File: src/rtl/wb_cmd_pkg.sv
// Shared types and constants for the Wishbone command initiator.
// Holds the FSM state encoding and the default bus widths.
package wb_cmd_pkg;

  typedef enum logic [1:0] {
    IDLE = 2'd0,
    BUS  = 2'd1,
    RESP = 2'd2
  } state_t;

  localparam int DEFAULT_AW = 32;
  localparam int DEFAULT_DW = 32;

  // Read data reported when a cycle is abandoned without an acknowledge.
  localparam logic [DEFAULT_DW-1:0] RSP_DAT_ON_ERR = '0;

endpackage

File: src/rtl/wb_cmd_initiator_if.sv
// Command, response and Wishbone master signals of the initiator in one bundle.
// 'master' is the initiator's view; 'slave' is the environment (command source, response sink, WB target).
interface wb_cmd_initiator_if
  import wb_cmd_pkg::*;
#(
  parameter int AW = DEFAULT_AW,
  parameter int DW = DEFAULT_DW
);
  localparam int SW = DW / 8;

  logic          cmd_valid;
  logic          cmd_ready;
  logic          cmd_we;
  logic [AW-1:0] cmd_adr;
  logic [DW-1:0] cmd_dat;
  logic [SW-1:0] cmd_sel;

  logic          rsp_valid;
  logic          rsp_ready;
  logic [DW-1:0] rsp_dat;
  logic          rsp_err;

  logic          wbm_cyc_o;
  logic          wbm_stb_o;
  logic          wbm_we_o;
  logic [AW-1:0] wbm_adr_o;
  logic [DW-1:0] wbm_dat_o;
  logic [SW-1:0] wbm_sel_o;
  logic [DW-1:0] wbm_dat_i;
  logic          wbm_ack_i;

  modport master (
    input  cmd_valid, cmd_we, cmd_adr, cmd_dat, cmd_sel,
    output cmd_ready,
    output rsp_valid, rsp_dat, rsp_err,
    input  rsp_ready,
    output wbm_cyc_o, wbm_stb_o, wbm_we_o, wbm_adr_o, wbm_dat_o, wbm_sel_o,
    input  wbm_dat_i, wbm_ack_i
  );

  modport slave (
    output cmd_valid, cmd_we, cmd_adr, cmd_dat, cmd_sel,
    input  cmd_ready,
    input  rsp_valid, rsp_dat, rsp_err,
    output rsp_ready,
    input  wbm_cyc_o, wbm_stb_o, wbm_we_o, wbm_adr_o, wbm_dat_o, wbm_sel_o,
    output wbm_dat_i, wbm_ack_i
  );

endinterface

File: src/rtl/wb_timeout_ctr.sv
// Ack-wait counter: cleared by load, counts enabled cycles, flags the TIMEOUT_CYCLES-th one.
// Only instantiated when WB_TIMEOUT_EN is defined.
module wb_timeout_ctr #(
  parameter int TIMEOUT_CYCLES = 255
) (
  input  logic clk,
  input  logic rst,
  input  logic load,
  input  logic enable,
  output logic expired
);
  localparam int CW = $clog2(TIMEOUT_CYCLES + 1);

  logic [CW-1:0] count;

  always_ff @(posedge clk) begin
    if (rst) begin
      count <= '0;
    end else if (load) begin
      count <= '0;
    end else if (enable) begin
      count <= count + 1'b1;
    end
  end

  // The count reaches TIMEOUT_CYCLES at the end of this cycle, so flag it now to drop cyc on that edge.
  assign expired = enable && (count == CW'(TIMEOUT_CYCLES - 1));

endmodule

File: src/rtl/wb_cmd_initiator.sv
// Wishbone classic single-cycle initiator: one command in, one bus cycle, one response out.
// Optional ack timeout is built when the macro WB_TIMEOUT_EN is defined.
module wb_cmd_initiator
  import wb_cmd_pkg::*;
#(
  parameter int AW             = DEFAULT_AW,
  parameter int DW             = DEFAULT_DW,
  parameter int TIMEOUT_CYCLES = 255
) (
  input  logic               wb_clk_i,
  input  logic               wb_rst_i,
  wb_cmd_initiator_if.master bus,
  output logic               busy
);
  localparam int SW = DW / 8;

  state_t        state;
  state_t        state_next;
  logic          cmd_ready_d;
  logic          accept;
  logic          timeout_hit;

  logic          cyc_q;
  logic          stb_q;
  logic          we_q;
  logic [AW-1:0] adr_q;
  logic [DW-1:0] dat_q;
  logic [SW-1:0] sel_q;
  logic          rsp_valid_q;
  logic [DW-1:0] rsp_dat_q;
  logic          rsp_err_q;

  assign accept = (state == IDLE) && bus.cmd_valid;

`ifdef WB_TIMEOUT_EN
  wb_timeout_ctr #(
    .TIMEOUT_CYCLES(TIMEOUT_CYCLES)
  ) u_timeout (
    .clk    (wb_clk_i),
    .rst    (wb_rst_i),
    .load   (accept),
    .enable (state == BUS),
    .expired(timeout_hit)
  );
`else
  logic unused_timeout_cfg;
  assign unused_timeout_cfg = (TIMEOUT_CYCLES > 0) | RSP_DAT_ON_ERR[0];
  assign timeout_hit        = 1'b0;
`endif

  // NOTE: sequential state uses non-blocking assignments so every register samples pre-edge values.
  always_ff @(posedge wb_clk_i) begin
    if (wb_rst_i) begin
      state <= IDLE;
    end else begin
      state <= state_next;
    end
  end

  // NOTE: default assignment first so no path through the case leaves state_next unassigned (no latch).
  always_comb begin
    state_next = state;
    case (state)
      IDLE:    if (bus.cmd_valid) state_next = BUS;
      BUS:     if (bus.wbm_ack_i || timeout_hit) state_next = RESP;
      RESP:    if (bus.rsp_ready) state_next = IDLE;
      default: state_next = IDLE;
    endcase
  end

  always_comb begin
    cmd_ready_d = (state == IDLE);
    busy        = (state != IDLE);
  end

  always_ff @(posedge wb_clk_i) begin
    if (wb_rst_i) begin
      cyc_q       <= 1'b0;
      stb_q       <= 1'b0;
      we_q        <= 1'b0;
      adr_q       <= '0;
      dat_q       <= '0;
      sel_q       <= '0;
      rsp_valid_q <= 1'b0;
      rsp_dat_q   <= '0;
      rsp_err_q   <= 1'b0;
    end else begin
      case (state)
        IDLE: begin
          if (bus.cmd_valid) begin
            we_q  <= bus.cmd_we;
            adr_q <= bus.cmd_adr;
            dat_q <= bus.cmd_dat;
            sel_q <= bus.cmd_sel;
            cyc_q <= 1'b1;
            stb_q <= 1'b1;
          end
        end
        BUS: begin
          // An ack on the expiry cycle still completes the cycle normally.
          if (bus.wbm_ack_i) begin
            cyc_q       <= 1'b0;
            stb_q       <= 1'b0;
            rsp_dat_q   <= we_q ? '0 : bus.wbm_dat_i;
            rsp_err_q   <= 1'b0;
            rsp_valid_q <= 1'b1;
          end else if (timeout_hit) begin
            cyc_q       <= 1'b0;
            stb_q       <= 1'b0;
            rsp_dat_q   <= DW'(RSP_DAT_ON_ERR);
            rsp_err_q   <= 1'b1;
            rsp_valid_q <= 1'b1;
          end
        end
        RESP: begin
          if (bus.rsp_ready) rsp_valid_q <= 1'b0;
        end
        default: ;
      endcase
    end
  end

  assign bus.cmd_ready = cmd_ready_d;
  assign bus.wbm_cyc_o = cyc_q;
  assign bus.wbm_stb_o = stb_q;
  assign bus.wbm_we_o  = we_q;
  assign bus.wbm_adr_o = adr_q;
  assign bus.wbm_dat_o = dat_q;
  assign bus.wbm_sel_o = sel_q;
  assign bus.rsp_valid = rsp_valid_q;
  assign bus.rsp_dat   = rsp_dat_q;
  assign bus.rsp_err   = rsp_err_q;

endmodule

File: src/flat_wrapper.sv
// flat-port wrapper written by rule: the top's interface ports become plain ports
module wb_cmd_initiator_flat import wb_cmd_pkg::*;
#(
  parameter int AW             = DEFAULT_AW,
  parameter int DW             = DEFAULT_DW,
  parameter int TIMEOUT_CYCLES = 255
)
  (wb_clk_i, wb_rst_i, busy, bus_cmd_valid, bus_cmd_we, bus_cmd_adr, bus_cmd_dat, bus_cmd_sel, bus_cmd_ready, bus_rsp_valid, bus_rsp_dat, bus_rsp_err, bus_rsp_ready, bus_wbm_cyc_o, bus_wbm_stb_o, bus_wbm_we_o, bus_wbm_adr_o, bus_wbm_dat_o, bus_wbm_sel_o, bus_wbm_dat_i, bus_wbm_ack_i);
  wb_cmd_initiator_if #(.AW(AW), .DW(DW)) bus_i ();
  input  logic wb_clk_i;
  input  logic wb_rst_i;
  output logic busy;
  input wire logic [$bits(bus_i.cmd_valid)-1:0] bus_cmd_valid;
  input wire logic [$bits(bus_i.cmd_we)-1:0] bus_cmd_we;
  input wire logic [$bits(bus_i.cmd_adr)-1:0] bus_cmd_adr;
  input wire logic [$bits(bus_i.cmd_dat)-1:0] bus_cmd_dat;
  input wire logic [$bits(bus_i.cmd_sel)-1:0] bus_cmd_sel;
  output wire logic [$bits(bus_i.cmd_ready)-1:0] bus_cmd_ready;
  output wire logic [$bits(bus_i.rsp_valid)-1:0] bus_rsp_valid;
  output wire logic [$bits(bus_i.rsp_dat)-1:0] bus_rsp_dat;
  output wire logic [$bits(bus_i.rsp_err)-1:0] bus_rsp_err;
  input wire logic [$bits(bus_i.rsp_ready)-1:0] bus_rsp_ready;
  output wire logic [$bits(bus_i.wbm_cyc_o)-1:0] bus_wbm_cyc_o;
  output wire logic [$bits(bus_i.wbm_stb_o)-1:0] bus_wbm_stb_o;
  output wire logic [$bits(bus_i.wbm_we_o)-1:0] bus_wbm_we_o;
  output wire logic [$bits(bus_i.wbm_adr_o)-1:0] bus_wbm_adr_o;
  output wire logic [$bits(bus_i.wbm_dat_o)-1:0] bus_wbm_dat_o;
  output wire logic [$bits(bus_i.wbm_sel_o)-1:0] bus_wbm_sel_o;
  input wire logic [$bits(bus_i.wbm_dat_i)-1:0] bus_wbm_dat_i;
  input wire logic [$bits(bus_i.wbm_ack_i)-1:0] bus_wbm_ack_i;
  assign bus_i.cmd_valid = bus_cmd_valid;
  assign bus_i.cmd_we = bus_cmd_we;
  assign bus_i.cmd_adr = bus_cmd_adr;
  assign bus_i.cmd_dat = bus_cmd_dat;
  assign bus_i.cmd_sel = bus_cmd_sel;
  assign bus_cmd_ready = bus_i.cmd_ready;
  assign bus_rsp_valid = bus_i.rsp_valid;
  assign bus_rsp_dat = bus_i.rsp_dat;
  assign bus_rsp_err = bus_i.rsp_err;
  assign bus_i.rsp_ready = bus_rsp_ready;
  assign bus_wbm_cyc_o = bus_i.wbm_cyc_o;
  assign bus_wbm_stb_o = bus_i.wbm_stb_o;
  assign bus_wbm_we_o = bus_i.wbm_we_o;
  assign bus_wbm_adr_o = bus_i.wbm_adr_o;
  assign bus_wbm_dat_o = bus_i.wbm_dat_o;
  assign bus_wbm_sel_o = bus_i.wbm_sel_o;
  assign bus_i.wbm_dat_i = bus_wbm_dat_i;
  assign bus_i.wbm_ack_i = bus_wbm_ack_i;
  wb_cmd_initiator #(.AW(AW), .DW(DW), .TIMEOUT_CYCLES(TIMEOUT_CYCLES)) u_core (.wb_clk_i(wb_clk_i), .wb_rst_i(wb_rst_i), .bus(bus_i), .busy(busy));
endmodule
File: config.mk
export PLATFORM = sky130hd
export DESIGN_NAME = wb_cmd_initiator_flat
export DESIGN_NICKNAME = d
export VERILOG_FILES = /design/src/rtl/wb_cmd_pkg.sv /design/src/rtl/wb_cmd_initiator_if.sv /design/src/rtl/wb_timeout_ctr.sv /design/src/rtl/wb_cmd_initiator.sv /design/src/flat_wrapper.sv
export SDC_FILE = /design/constraint.sdc
export NUM_CORES = 1
export LEC_CHECK = 0
export BUFFER_PORTS_ARGS = -buffer_cell sky130_fd_sc_hd__buf_2
export CAP_MARGIN = 20
export CORE_AREA = 3 3 99 120
export CTS_CLUSTER_DIAMETER = 30
export DETAILED_ROUTE_END_ITERATION = 10
export DIE_AREA = 0 0 102 123
export GPL_ROUTABILITY_DRIVEN = 0
export PLACE_DENSITY = 0.86
export SLEW_MARGIN = 20
export SYNTH_ARGS = -nofsm -noshare
export SYNTH_HDL_FRONTEND = slang
export SYNTH_HIERARCHICAL = 1
export SYNTH_SLANG_ARGS = --single-unit
File: constraint.sdc
create_clock -name wb_clk_i -period 1.4 [get_ports wb_clk_i]
set_input_delay 0.21 -clock wb_clk_i [delete_from_list [all_inputs] [get_ports wb_clk_i]]
set_output_delay 0.21 -clock wb_clk_i [all_outputs]
set_load 0.005 [all_outputs]
==> flow_summary.json <==
{
  "first_global_vias": 3706,
  "fillers": 930,
  "start_kind": "flop",
  "crit_chain": "nor2_1, inv_1, buf_2",
  "via_count": 3814,
  "max_freq_mhz": 768,
  "ff_latch_area_um2": 2100,
  "ios": 213,
  "core_area_um2": 10900,
  "num_rows": 42,
  "cp_max_fo": 7,
  "hp-start": "bus_cmd_dat[0]",
  "hold_class": "primary input to flop",
  "layout.cells.non_filler": 800,
  "ys_seq_area_frac": 0.435,
  "worstPathRequired_ps": 1190,
  "cts_tree": "built",
  "multi_input_area_um2": 2460,
  "synth_area_um2": 4830,
  "ant_nets": 0,
  "dp_hpwl_um": 8140,
  "crit_slowest_cell": "dfxtp_1",
  "period_needed_ps": 1300,
  "die_w_um": 102,
  "die_area_um2": 12500,
  "r2r_start": "u_core/state[1]$_SDFFE_PP0P_",
  "syn_inst": 465,
  "ys_seq_elements": 105,
  "finalCritPeriodShare": 0.930,
  "dp_slack_ps": 32.0,
  "grt_first_pass_wirelength_um": 16900,
  "clkSinkCount": 105,
  "avgSynthCellArea_um2": 10.4,
  "setup_viol": 0,
  "cts_buffer_depth": 2,
  "worstSetupEndpointType": "primary output",
  "wl_per_cell_um": 13.8,
  "power_density_nw_per_um2": 1090,
  "holdBufCountCts": 0,
  "synth.area.mux_share": 0.209,
  "diodes": 0,
  "status": "finished, final reports clean",
  "rsz0062_at_grt": "no",
  "grt_max_degree": 95,
  "final_area_um2": 6320,
  "drt_first_pass_iters": 4,
  "clk_pin_slew_worst_paths_ps": 70,
  "antenna_found_initial": 0,
  "wirelength_um": 11000,
  "path_class": "flop to primary output",
  "p_leak_uw": 0.00296,
  "overflow": 0,
  "synth_simple_gate_area_frac": 0.290,
  "setup_ws_ps": 97.6,
  "synth_xor_area_frac": 0,
  "synth.distinct_cells": 19,
  "initial_utilization": 0.442,
  "cap_violations": 0,
  "insertion_delay_ps": 330,
  "drive_gt1_frac": 0.379,
  "synth_top_family_by_area": "simple AND/OR/NAND/NOR gates",
  "track_usage": 0.166,
  "fin_nets": 769,
  "timing.critical_path.from": "u_core/state[1]$_SDFFE_PP0P_",
  "place_area_um2": 5980,
  "synth_fa_ha_area_frac": 0,
  "hold_viol": 0,
  "synth_compound_area_frac": 0.00778,
  "root_buffer": "clkbuf_16",
  "area_growth_pct": 30.9,
  "syn_nets": 571,
  "yosysWarningCount": 6,
  "fin_skew_ps": 4.54,
  "slew_viol_final": 0,
  "htreeDepth": 3,
  "place_inst": 783,
  "cts-buffers-inserted": 9,
  "drtIter0Drc": 67,
  "die_h_um": 123,
  "critPathMaxStageDelay_ps": 370,
  "vdd_drop_max_mv": 0.726,
  "fin_tns_setup_ps": 0,
  "vias_per_cell": 4.77,
  "portBuffers": 211,
  "cp.arrival_ps": 1090,
  "drc": 0
}
[final timing paths]
kind                            depth (start not counted)                               endpoint  slack, ps
worst min register to register                          2  u_core/bus.wbm_dat_o[13]$_SDFFE_PP0P_        470
worst min-delay path                                    3   u_core/bus.wbm_dat_o[0]$_SDFFE_PP0P_        130
worst max register to register                          4  u_core/bus.wbm_adr_o[16]$_SDFFE_PP0P_        120
worst max-delay path                                    3                                   busy        100
[synth_stat cells]
| cell | instances | area share |
|---|---|---|
| buf_6 | 13 | 0.030 |
| clkbuf_1 | 21 | 0.016 |
| dfxtp_1 | 105 | 0.44 |
| o2bb2ai_1 | 1 | 0.0018 |
| nor3b_1 | 2 | 0.0031 |
| a21oi_1 | 1 | 0.0010 |
| nand2b_1 | 173 | 0.22 |
| buf_2 | 3 | 0.0031 |
| and3b_1 | 2 | 0.0036 |
| conb_1 | 1 | 0.00078 |
| nor2_1 | 1 | 0.00078 |
| o21a_1 | 1 | 0.0016 |
| a211oi_1 | 1 | 0.0016 |
| mux2i_1 | 101 | 0.21 |
| or3b_2 | 8 | 0.015 |
| or3b_1 | 24 | 0.044 |
| inv_1 | 3 | 0.0023 |
| a2111oi_0 | 1 | 0.0018 |
| buf_4 | 3 | 0.0047 |
[cell families (layout without fill, tap and decap cells)]
kind of cell,count (synthesis),count (layout)
compound gates,5,5
buf+inv,43,246
flops,105,105
mux,101,101
other cells,1,1
simple gates,210,210
[placed cells by master (no fill, tap or decap)]
| cell type | netlist | routed |
|---|---|---|
| mux2i_1 | 101 | 101 |
| nor3b_2 | 0 | 1 |
| nor2_1 | 1 | 1 |
| dfxtp_1 | 105 | 105 |
| a211oi_1 | 1 | 1 |
| and3b_2 | 0 | 1 |
| clkinv_2 | 0 | 1 |
| nand2b_1 | 173 | 173 |
| inv_1 | 3 | 3 |
| and3b_1 | 2 | 1 |
| nor3b_1 | 2 | 1 |
| a21oi_1 | 1 | 1 |
| buf_2 | 3 | 210 |
| clkbuf_8 | 0 | 1 |
| or3b_1 | 24 | 24 |
| clkinvlp_4 | 0 | 3 |
| buf_12 | 0 | 5 |
| inv_6 | 0 | 1 |
| a2111oi_0 | 1 | 1 |
| buf_4 | 3 | 10 |
| o21a_1 | 1 | 1 |
| conb_1 | 1 | 1 |
| buf_16 | 0 | 1 |
| bufinv_16 | 0 | 1 |
| clkbuf_16 | 0 | 10 |
| o2bb2ai_1 | 1 | 1 |
| or3b_2 | 8 | 8 |
[sequential cells by signal (all words and copies together) (netlist names)]
register	count
u_core/bus.wbm_adr_o	32
u_core/bus.wbm_we_o	1
u_core/bus.wbm_stb_o	1
u_core/state	2
u_core/bus.wbm_sel_o	4
u_core/bus.rsp_dat	32
u_core/bus.wbm_dat_o	32
u_core/bus.rsp_valid	1
[final cells by class]
class	instances	share of cell area
multi-input cells	317	0.389
flip-flops and latches	105	0.333
repair buffers	227	0.202
clock buffers	10	0.0378
well taps	132	0.0261
clock inverters	6	0.0105
inverters	3	0.00178
[worst max-delay path, delay by kind of cell, from the launching register on]
family / cells / cell delay, ps
and+or+nand+nor: 1 / 220
DFF: 1 / 370
buffers and inverters: 2 / 170
[through the flow]
step / utilization / power, uW / hold slack, ps
3_3_place_gp: 0.547 / 4370 / 455
4_1_cts: 0.575 / 6980 / 114
5_1_grt: 0.578 / 7240 / 133
3_5_place_dp: 0.547 / 4420 / 457
6_report: 0.578 / 6890 / 129
2_1_floorplan: - / 3960 / 365
[what timing repair did]
item | in CTS | in global routing
buffers inserted | 0 | 0
resized for setup | 0 | 1
setup endpoints to repair | 0 | 3
[routing by layer]
layer / vias up / GRT usage / wire length [um]
li1: 1921 / - / -
met1: 1740 / 0.188 / 4390
met2: 132 / 0.291 / 5580
met3: 21 / 0.0361 / 784
met4: 0 / 0.0804 / 268
met5: - / 0 / 0
[where the power goes]
part           leakage (uW)  internal [uW]  switching [uW]
logic               0.00196            615             463
clock network      0.000141           1440            1090
registers          0.000860           3180             105
Note: power is estimated with default switching activity, not from simulation.
